[config.mk]
export PLATFORM = sky130hd
export DESIGN_NAME = fetch_unit
export DESIGN_NICKNAME = d
export VERILOG_FILES = /design/src/rtl/riscalar_pkg.sv /design/src/rtl/fetch_queue.sv /design/src/rtl/fetch_unit.sv
export SDC_FILE = /design/constraint.sdc
export NUM_CORES = 1
export LEC_CHECK = 0
export CORE_UTILIZATION = 40
export DETAILED_ROUTE_END_ITERATION = 10
export PLACE_DENSITY_LB_ADDON = 0.3
export SKIP_CTS_REPAIR_TIMING = 1
export SYNTH_ARGS = -nofsm -noshare
export SYNTH_HDL_FRONTEND = slang
export SYNTH_SLANG_ARGS = --single-unit
[constraint.sdc]
create_clock -name clk_in -period 6.2 [get_ports clk_in]
set_clock_uncertainty 0.05 [all_clocks]
set_input_delay 0.62 -clock clk_in [delete_from_list [all_inputs] [get_ports clk_in]]
set_output_delay 0.62 -clock clk_in [all_outputs]
set_load 0.1 [all_outputs]
[src/rtl/riscalar_pkg.sv]
`default_nettype none
// ============================================================================
// Package     : riscalar_pkg
// Description : Shared types and constants for the riscalar front end.
//               XLEN            - architectural word width
//               INST_NOP        - canonical NOP encoding (addi x0,x0,0)
//               fetch_entry_t   - one fetched instruction with its PC
//               word_align()    - clears the byte-offset bits of an address
// Revision    : 1.0 - initial release
// ============================================================================
package riscalar_pkg;

    localparam int unsigned     XLEN     = 32;
    localparam logic [XLEN-1:0] INST_NOP = 32'h0000_0013;

    typedef struct packed {
        logic [XLEN-1:0] pc;
        logic [XLEN-1:0] inst;
    } fetch_entry_t;

    function automatic logic [XLEN-1:0] word_align(input logic [XLEN-1:0] addr);
        return {addr[XLEN-1:2], 2'b00};
    endfunction

endpackage : riscalar_pkg
`default_nettype wire

[src/rtl/fetch_queue.sv]
`default_nettype none
// ============================================================================
// Module      : fetch_queue
// Description : In-order synchronous FIFO of fetch_entry_t between the imem
//               response path and decode. Head is read straight out of the
//               storage flops, so a pushed entry is visible the cycle after
//               the push. Flush empties the queue and wins over push/pop.
// Ports       : clk          - clock
//               rst          - asynchronous active-high reset
//               i_flush      - discard all entries
//               i_push       - write i_push_data at the tail
//               i_push_data  - entry to write
//               i_pop        - retire the head entry
//               o_head_valid - queue holds at least one entry
//               o_head       - head entry (zero when empty)
//               o_count      - current occupancy
// Revision    : 1.0 - initial release
// ============================================================================
module fetch_queue
    import riscalar_pkg::*;
#(
    parameter int unsigned DEPTH = 4
) (
    input  logic                       clk,
    input  logic                       rst,
    input  logic                       i_flush,
    input  logic                       i_push,
    input  fetch_entry_t               i_push_data,
    input  logic                       i_pop,
    output logic                       o_head_valid,
    output fetch_entry_t               o_head,
    output logic [$clog2(DEPTH):0]     o_count
);

    localparam int unsigned       c_PW        = $clog2(DEPTH);
    localparam int unsigned       c_CW        = c_PW + 1;
    localparam logic [c_PW-1:0]   c_PTR_ONE   = c_PW'(1);
    localparam logic [c_CW-1:0]   c_CNT_ONE   = c_CW'(1);
    localparam logic [c_CW-1:0]   c_CNT_FULL  = c_CW'(DEPTH);

    fetch_entry_t      r_mem [DEPTH];
    logic [c_PW-1:0]   r_rd_ptr;
    logic [c_PW-1:0]   r_wr_ptr;
    logic [c_CW-1:0]   r_count;

    logic              w_empty;
    logic              w_full;
    logic              w_push_eff;
    logic              w_pop_eff;

    assign w_empty    = (r_count == '0);
    assign w_full     = (r_count == c_CNT_FULL);
    // Credits upstream make a push into a full queue impossible; the guard
    // only keeps the pointers coherent if that contract is ever broken.
    assign w_push_eff = i_push && !i_flush && !w_full;
    assign w_pop_eff  = i_pop  && !i_flush && !w_empty;

    always_ff @(posedge clk or posedge rst) begin
        if (rst) begin
            r_rd_ptr <= '0;
            r_wr_ptr <= '0;
            r_count  <= '0;
        end else if (i_flush) begin
            r_rd_ptr <= '0;
            r_wr_ptr <= '0;
            r_count  <= '0;
        end else begin
            if (w_push_eff) begin
                r_wr_ptr <= r_wr_ptr + c_PTR_ONE;
            end
            if (w_pop_eff) begin
                r_rd_ptr <= r_rd_ptr + c_PTR_ONE;
            end
            unique case ({w_push_eff, w_pop_eff})
                2'b10:   r_count <= r_count + c_CNT_ONE;
                2'b01:   r_count <= r_count - c_CNT_ONE;
                default: r_count <= r_count;
            endcase
        end
    end

    // Storage needs no reset: its contents are masked while the queue is empty.
    always_ff @(posedge clk) begin
        if (w_push_eff) begin
            r_mem[r_wr_ptr] <= i_push_data;
        end
    end

    assign o_head_valid = !w_empty;
    assign o_head       = w_empty ? '0 : r_mem[r_rd_ptr];
    assign o_count      = r_count;

endmodule : fetch_queue
`default_nettype wire

[src/rtl/fetch_unit.sv]
`default_nettype none
// ============================================================================
// Module      : fetch_unit
// Description : Instruction-fetch stage feeding decode. Issues sequential
//               word fetches over a valid/ready request channel, buffers the
//               in-order responses in fetch_queue and presents them to decode
//               via valid/ready. A redirect from execute flushes the queue,
//               arms a kill counter for every response still in flight and
//               restarts fetch at the new PC.
// Config      : FETCH_PERF_EN - when defined, builds 32-bit wrapping counters
//               of delivered instructions and discarded responses; otherwise
//               both counter ports are tied to zero.
// Ports       : clk_in, rst_in (async, active-high)
//               imem_req_valid_out/ready_in/addr_out  - fetch request channel
//               imem_resp_valid_in/data_in            - in-order responses
//               redirect_valid_in/pc_in               - new PC from execute
//               inst_valid_out/ready_in, inst_out, pc_out - decode handshake
//               fetch_count_out, kill_count_out       - perf counters
// Revision    : 1.0 - initial release
// ============================================================================
module fetch_unit
    import riscalar_pkg::*;
#(
    parameter logic [XLEN-1:0] RESET_PC        = 32'h0000_0000,
    parameter int unsigned     QUEUE_DEPTH     = 4,
    parameter int unsigned     MAX_OUTSTANDING = 2
) (
    input  logic            clk_in,
    input  logic            rst_in,
    output logic            imem_req_valid_out,
    input  logic            imem_req_ready_in,
    output logic [XLEN-1:0] imem_req_addr_out,
    input  logic            imem_resp_valid_in,
    input  logic [XLEN-1:0] imem_resp_data_in,
    input  logic            redirect_valid_in,
    input  logic [XLEN-1:0] redirect_pc_in,
    output logic            inst_valid_out,
    input  logic            inst_ready_in,
    output logic [XLEN-1:0] inst_out,
    output logic [XLEN-1:0] pc_out,
    output logic [31:0]     fetch_count_out,
    output logic [31:0]     kill_count_out
);

    localparam int unsigned     c_OW      = $clog2(MAX_OUTSTANDING + 1);
    localparam int unsigned     c_CW      = $clog2(QUEUE_DEPTH) + 1;
    localparam logic [c_OW-1:0] c_OUT_ONE = c_OW'(1);

    logic                r_started;
    logic [XLEN-1:0]     r_fetch_pc;
    logic [XLEN-1:0]     r_resp_pc;
    logic [c_OW-1:0]     r_outstanding;
    logic [c_OW-1:0]     r_kill_cnt;

    logic [c_OW-1:0]     w_outstanding_nxt;
    logic [c_CW-1:0]     w_q_count;
    logic                w_credit_ok;
    logic                w_fire;
    logic                w_resp_ok;
    logic                w_kill_hit;
    logic                w_push;
    logic                w_pop;
    logic [XLEN-1:0]     w_redirect_pc;
    fetch_entry_t        w_push_entry;
    fetch_entry_t        w_head;

    // ------------------------------------------------------------------
    // Request channel. Every accepted request reserves a queue slot, so the
    // sum of in-flight requests and buffered entries never exceeds the depth.
    // The request is held back for the first cycle after reset release.
    // ------------------------------------------------------------------
    assign w_credit_ok = (32'(r_outstanding) < MAX_OUTSTANDING) &&
                         ((32'(r_outstanding) + 32'(w_q_count)) < QUEUE_DEPTH);

    assign imem_req_valid_out = r_started && !redirect_valid_in && w_credit_ok;
    assign imem_req_addr_out  = r_fetch_pc;
    assign w_fire             = imem_req_valid_out && imem_req_ready_in;

    // A response with nothing outstanding is ignored entirely.
    assign w_resp_ok  = imem_resp_valid_in && (r_outstanding != '0);
    assign w_kill_hit = w_resp_ok && (r_kill_cnt != '0);
    assign w_push     = w_resp_ok && !redirect_valid_in && !w_kill_hit;
    assign w_pop      = inst_valid_out && inst_ready_in;

    assign w_redirect_pc = word_align(redirect_pc_in);

    always_comb begin
        w_outstanding_nxt = r_outstanding;
        unique case ({w_fire, w_resp_ok})
            2'b10:   w_outstanding_nxt = r_outstanding + c_OUT_ONE;
            2'b01:   w_outstanding_nxt = r_outstanding - c_OUT_ONE;
            default: w_outstanding_nxt = r_outstanding;
        endcase
    end

    always_ff @(posedge clk_in or posedge rst_in) begin
        if (rst_in) begin
            r_started     <= 1'b0;
            r_fetch_pc    <= RESET_PC;
            r_resp_pc     <= RESET_PC;
            r_outstanding <= '0;
            r_kill_cnt    <= '0;
        end else begin
            r_started     <= 1'b1;
            r_outstanding <= w_outstanding_nxt;
            if (redirect_valid_in) begin
                // No request fires during a redirect, so the next outstanding
                // count is exactly the set of responses that are now stale.
                r_fetch_pc <= w_redirect_pc;
                r_resp_pc  <= w_redirect_pc;
                r_kill_cnt <= w_outstanding_nxt;
            end else begin
                if (w_fire) begin
                    r_fetch_pc <= r_fetch_pc + 32'd4;
                end
                if (w_kill_hit) begin
                    r_kill_cnt <= r_kill_cnt - c_OUT_ONE;
                end else if (w_resp_ok) begin
                    r_resp_pc <= r_resp_pc + 32'd4;
                end
            end
        end
    end

    // ------------------------------------------------------------------
    // Instruction queue
    // ------------------------------------------------------------------
    assign w_push_entry.pc   = r_resp_pc;
    assign w_push_entry.inst = imem_resp_data_in;

    fetch_queue #(
        .DEPTH (QUEUE_DEPTH)
    ) u_fetch_queue (
        .clk          (clk_in),
        .rst          (rst_in),
        .i_flush      (redirect_valid_in),
        .i_push       (w_push),
        .i_push_data  (w_push_entry),
        .i_pop        (w_pop),
        .o_head_valid (inst_valid_out),
        .o_head       (w_head),
        .o_count      (w_q_count)
    );

    assign inst_out = w_head.inst;
    assign pc_out   = w_head.pc;

    // ------------------------------------------------------------------
    // Performance counters
    // ------------------------------------------------------------------
`ifdef FETCH_PERF_EN
    logic        w_discard;
    logic [31:0] r_fetch_count;
    logic [31:0] r_kill_count;

    assign w_discard = w_resp_ok && (redirect_valid_in || w_kill_hit);

    always_ff @(posedge clk_in or posedge rst_in) begin
        if (rst_in) begin
            r_fetch_count <= '0;
            r_kill_count  <= '0;
        end else begin
            if (w_pop) begin
                r_fetch_count <= r_fetch_count + 32'd1;
            end
            if (w_discard) begin
                r_kill_count <= r_kill_count + 32'd1;
            end
        end
    end

    assign fetch_count_out = r_fetch_count;
    assign kill_count_out  = r_kill_count;
`else
    assign fetch_count_out = '0;
    assign kill_count_out  = '0;
`endif

    // imem must never answer a request that was not issued.
    a_resp_has_request : assert property (
        @(posedge clk_in) disable iff (rst_in)
        imem_resp_valid_in |-> (r_outstanding != '0)
    );

endmodule : fetch_unit
`default_nettype wire

==> Word-level counts from Yosys, hierarchy flattened <==
Memories as Yosys holds them, arrays and structs flattened.
Index checks and enable logic that the tools add are counted.
{ "word_totals": {"ramBits": 256, "mem_bits_ro": 0, "latchBits": 0, "input_bits": 70, "regBits": 76, "out_inout_bits": 162, "n_memories": 1, "wordCells": 71} }
{ "memory_table": {"columns": ["memory", "depth", "word_bits", "rd", "rd_clocked_by_memory_dff", "wr", "line", "source"], "rows": [
  ["u_fetch_queue.r_mem", 4, 64, 1, 0, 1, "fetch_queue.sv:41", "fetch_entry_t r_mem [DEPTH];"]
]} }
{ "classes": {"eq_ne": 6, "multipliers": 0, "add_sub_neg": 10, "bitwise": 0, "magnitude_cmp": 2, "reduce_logical": 27, "div": 0, "n_shift": 0, "n_mux": 17} }
{ "ops": {"columns": ["cell", "count"], "rows": [
  ["$mux W32", 5],
  ["$add A32 B3 Y32 const B", 2],
  ["$mux W64", 1],
  ["$reduce_bool A2 Y1", 7],
  ["$logic_and A1 B1 Y1", 13],
  ["$mux W2", 6],
  ["$add A2 B1 Y2 const B", 3],
  ["$pmux W3 S2", 1],
  ["$add A2 B3 Y4", 1],
  ["$eq A2 B1 Y1 const B", 2],
  ["$eq A2 B2 Y1 const B", 2],
  ["$logic_not A1 Y1", 4],
  ["$lt A4 B3 Y1 const B", 1],
  ["$pmux W2 S2", 1],
  ["$sub A2 B1 Y2 const B", 2],
  ["$add A3 B1 Y3 const B", 1],
  ["$eq A3 B3 Y1 const B", 1],
  ["$logic_not A3 Y1", 1],
  ["$mux W3", 1],
  ["$reduce_bool A3 Y1", 1],
  ["$sub A3 B1 Y3 const B", 1],
  ["$lt A2 B2 Y1 const B", 1],
  ["$mux W1", 2],
  ["$ne A2 B2 Y1 const B", 1],
  ["$reduce_and A2 Y1", 1]
]} }

==> Depth between registers and ports, before layout <==
{ "depth": {"ltp_word": 10, "depth_mapped": 11, "ltp_nobuf": 10} }

==> Cells and area by module <==
A second synthesis with hierarchy kept.
{ "hier_totals": {"cells_unflattened": 915, "hier_area_um2": 14371.3} }
{ "by_module_without_submodules": {"columns": ["mod", "instances", "area_per_inst_um2", "cells_each"], "rows": [
  ["fetch_queue", 1, 10136.0, 454],
  ["fetch_unit", 1, 4235.3, 461]
]} }

==> Least setup slack after synthesis <==
OpenSTA, ideal clock, no wires.
{ "synth_path": {"kind": "reg-to-output", "from": "register r_outstanding[1]", "to": "output imem_req_valid_out", "t_arrival_ns": 3.227, "setup_slack_ns": 2.303, "path_stages_with_launch": 4, "path_cell_list": "dfrtp_1 ha_1 or4b_4 nor3_1"} }
{ "synth_via": {"elab_chain_len": 4, "elab_cells_between_ends": 5} }
{ "synth_rtl": {"columns": ["item", "line", "source"], "rows": [
  ["start: declaration", "fetch_unit.sv:52", "logic [c_OW-1:0] r_outstanding;"],
  ["start signal: assignment", "fetch_unit.sv:105", "r_outstanding <= w_outstanding_nxt;"],
  ["$add A2 B3 Y4", "fetch_unit.sv:73", "((32'(r_outstanding) + 32'(w_q_count)) < QUEUE_DEPTH);"],
  ["$lt A4 B3 Y1", "fetch_unit.sv:73", null],
  ["$logic_and A1 B1 Y1 (*)", "fetch_unit.sv:72", "assign w_credit_ok = (32'(r_outstanding) < MAX_OUTSTANDING) &&"],
  ["$logic_and A1 B1 Y1 (*)", "fetch_unit.sv:75", "assign imem_req_valid_out = r_started && !redirect_valid_in && w_credit_ok;"],
  ["end: declaration", "fetch_unit.sv:30", "output logic imem_req_valid_out,"]
]} }
Mark *: on every way between the ends. The rest lies on a longest branch, timed or not.

==> Worst setup path in the final report <==
{ "layout_path": {"from": "register u_fetch_queue.r_rd_ptr[0]", "to": "output inst_out[25]"} }
{ "layout_via": {"elab_chain_len": 2} }
{ "layout_rtl": {"columns": ["item", "line", "source"], "rows": [
  ["start: declaration", "fetch_queue.sv:42", "logic [c_PW-1:0] r_rd_ptr;"],
  ["start signal: assignment", "fetch_queue.sv:72", "r_rd_ptr <= r_rd_ptr + c_PTR_ONE;"],
  ["$mem_v2 Z4 W64", null, null],
  ["$mux W64", "fetch_queue.sv:90", "assign o_head = w_empty ? '0 : r_mem[r_rd_ptr];"],
  ["end: declaration", "fetch_unit.sv:39", "output logic [XLEN-1:0] inst_out,"]
]} }
No other way between the ends.

==> flow_summary.json <==
{
  "slowest_delay_ns": 1.03,
  "final_cell_mix": "edfxtp_1, clkdlybuf4s50_1, dfrtp_1, conb_1, and2_1",
  "final_common_cell": "edfxtp_1",
  "tightest_slew_ns": 1.14,
  "crit_chain": "buf_4 > mux4_2 > and2_1 > clkdlybuf4s50_1",
  "synth-edff-count": 248,
  "avgViaCountPerCell": 5.14,
  "synthArstFlopShare_pct": 22.5,
  "wl_per_cell_um": 18.9,
  "dp_hpwl_um": 17800,
  "drv_slew": 0,
  "antenna_found_initial": 0,
  "placed_area_um2": 15700,
  "critPathTopFamily": "buffers and inverters",
  "max-cap-violations": 0,
  "cts_root_buf": "clkbuf_16",
  "io_buffers": 161,
  "drt-total-wl_um": 29200,
  "dr.pass1.iters": 5,
  "setup.worst_path.end_class": "primary output",
  "design_area_um2": 16900,
  "cp.arrival_ns": 3.79,
  "max_freq_mhz": 224,
  "fin_crit_sh_pct": 72.0,
  "layout-drive-gt1-share_pct": 13.3,
  "synth.cell_area_um2": 13900,
  "fp-row-count": 67,
  "yosysWarnings": 0,
  "regArea_um2": 9250,
  "final_hold_viol_count": 0,
  "worstSkewPairLatency_ns": 0.50,
  "syn_avg_cell_area_um2": 15.4,
  "setup_viol": 0,
  "p_leak_uw": 0.00579,
  "die_area_um2": 35400,
  "synth_seq_area_share_pct": 66.6,
  "die_x_um": 188,
  "multi_input_area_um2": 4180,
  "relSlewSlack_pct": 23.5,
  "synth_cell_types": 50,
  "cts_tree": "built",
  "ir_worst_vdd_v": 0.000322,
  "hold_class": "reg2reg",
  "coreArea_um2": 33900,
  "rsz0062_at_grt": "no",
  "fin_crit_ns": 4.46,
  "syn-instance-count": 899,
  "synth_ff_type": "edfxtp_1",
  "grt_util_all_layers_pct": 16.4,
  "grt.overflow.total": 0,
  "drtIter0Drc": 565,
  "clock_sinks": 320,
  "crit_fanout": 44,
  "vias": 7925,
  "startpoint_type": "flop",
  "grt_max_degree": 73,
  "status": "complete, no violations",
  "cts.path.max_buffers": 3,
  "setup_tns_ns": 0,
  "initial_core_util_pct": 41.0,
  "numCtsBuffers": 36,
  "routabilityCongestion": 0.835,
  "grt_pass1_wl_um": 44700,
  "postSynthRegisterBits": 320,
  "cp.required_ns": 5.53,
  "nFillCells": 2870,
  "cp_slowest_cell": "dfrtp_4",
  "htree_levels": 2,
  "layout.nets": 1148,
  "worstSetupPathType": "reg2out",
  "num_antenna_cells": 0,
  "power.density_nw_per_um2": 461,
  "die_h_um": 188,
  "syn_to_final_growth_pct": 21.5,
  "grt_pass1_vias": 7775,
  "clkTransAtPathRegs_ns": 0.06,
  "drc": 0,
  "drtAntennaViolNets": 0,
  "pin_count": 232,
  "path_buf_inv": 2
}
[registers in the layout (all words and copies together), names as in the netlist, 2 cells and up]
register and count:
imem_req_addr_out 30, r_kill_cnt 2, r_outstanding 2, r_resp_pc 30, u_fetch_queue.o_count 3, u_fetch_queue.r_mem 248, u_fetch_queue.r_rd_ptr 2, u_fetch_queue.r_wr_ptr 2
[cells in the mapped netlist, types with 3 or more instances]
cell	number	share of area, %
nand3_1	40	1.4
and2_1	69	3.1
a31oi_1	4	0.18
nor4_1	4	0.18
and4_1	4	0.25
o211ai_1	10	0.54
buf_4	68	3.7
edfxtp_1	248	54
nand2_1	50	1.4
o311ai_0	5	0.32
and3_1	12	0.54
buf_1	4	0.11
xnor2_1	10	0.63
nor3_1	12	0.43
dfrtp_1	72	13
o21a_1	3	0.16
nor2_1	21	0.57
or3_1	7	0.32
xor2_1	31	2.0
mux4_2	62	10
o21ai_0	43	1.6
mux2i_1	3	0.22
buf_2	8	0.29
a21oi_1	6	0.22
clkbuf_1	27	0.73
ha_1	9	0.81
nand4_1	20	0.90
mux2_2	9	0.73
inv_1	11	0.30
[kinds of logic (layout without fill, tap and decap cells)]
group                      after synthesis  in the layout  share of synthesized area [%]
AOI/OAI and AO/OA                       82             82                           3.62
xor gates and xnor gates                41             41                           2.59
adders and majority gates               10             10                          0.956
buffers and inverters                  119            247                           5.13
DFF                                    320            320                           66.6
muxes                                   74             74                           11.0
other                                    2             69                         0.0541
and+or+nand+nor                        251            251                           10.0
[worst reg2reg max path, stage by stage (launching register included)]
cell	delay (ns)
dfrtp_1	0.39
inv_1	0.07
ha_1	0.21
o211ai_1	0.28
a211oi_1	0.36
buf_4	0.24
and2_4	0.83
[final timing paths]
check                                                       from                               endpoint  slack (ns)  depth (start not counted)
min                            imem_req_addr_out[24]$_DFFE_PP0P_      imem_req_addr_out[24]$_DFFE_PP0P_        0.52                          2
max reg2reg                            r_kill_cnt[0]$_DFFE_PP0P_   u_fetch_queue.r_mem[2][37]$_DFFE_PP_        3.36                          6
max in group asynchronous                                 rst_in  u_fetch_queue.r_rd_ptr[0]$_DFFE_PP0P_        4.74                          3
min in group asynchronous                                 rst_in      imem_req_addr_out[25]$_DFFE_PP0P_        0.68                          3
min reg2reg                    imem_req_addr_out[24]$_DFFE_PP0P_      imem_req_addr_out[24]$_DFFE_PP0P_        0.52                          2
max                        u_fetch_queue.r_rd_ptr[0]$_DFFE_PP0P_                           inst_out[25]        1.74                          4
[stage by stage]
step	power [uW]	hold WS, ns	worst slack (ns)	utilization [%]	instances
after detailed placement	5800	0.512	2.16	46.4	1478
after global routing	8070	0.551	1.47	49.8	1542
after floorplan	5120	0.444	2.30	-	966
after global placement	5780	0.498	2.17	46.4	1478
after CTS	7860	0.529	1.61	49.8	1542
final	7770	0.523	1.74	49.8	1542
[power by group]
part / total [uW] / switching (uW) / internal, uW
clock: 2060 / 811 / 1240
sequential: 2680 / 206 / 2470
combinational: 3040 / 2220 / 818
total: 7770 / 3240 / 4530
[layout make-up]
type | count | area share [%]
sequential | 320 | 54.9
multi-input combinational | 527 | 24.8
timing repair buffer | 171 | 9.97
clock buffer | 47 | 5.84
tap | 448 | 3.32
clock inverter | 17 | 0.950
inverter | 12 | 0.267
[per-layer routing]
metal / up-vias / share of wire [%] / wire length, um / track usage (%)
li1: 3607 / - / - / -
met1: 3961 / 45 / 13200 / 23.4
met2: 313 / 46 / 13500 / 25.5
met3: 44 / 6.8 / 2000 / 3.37
met4: 0 / 1.7 / 502 / 4.03
met5: - / 0 / 0 / 0
Power figures use the tool's default switching activity.
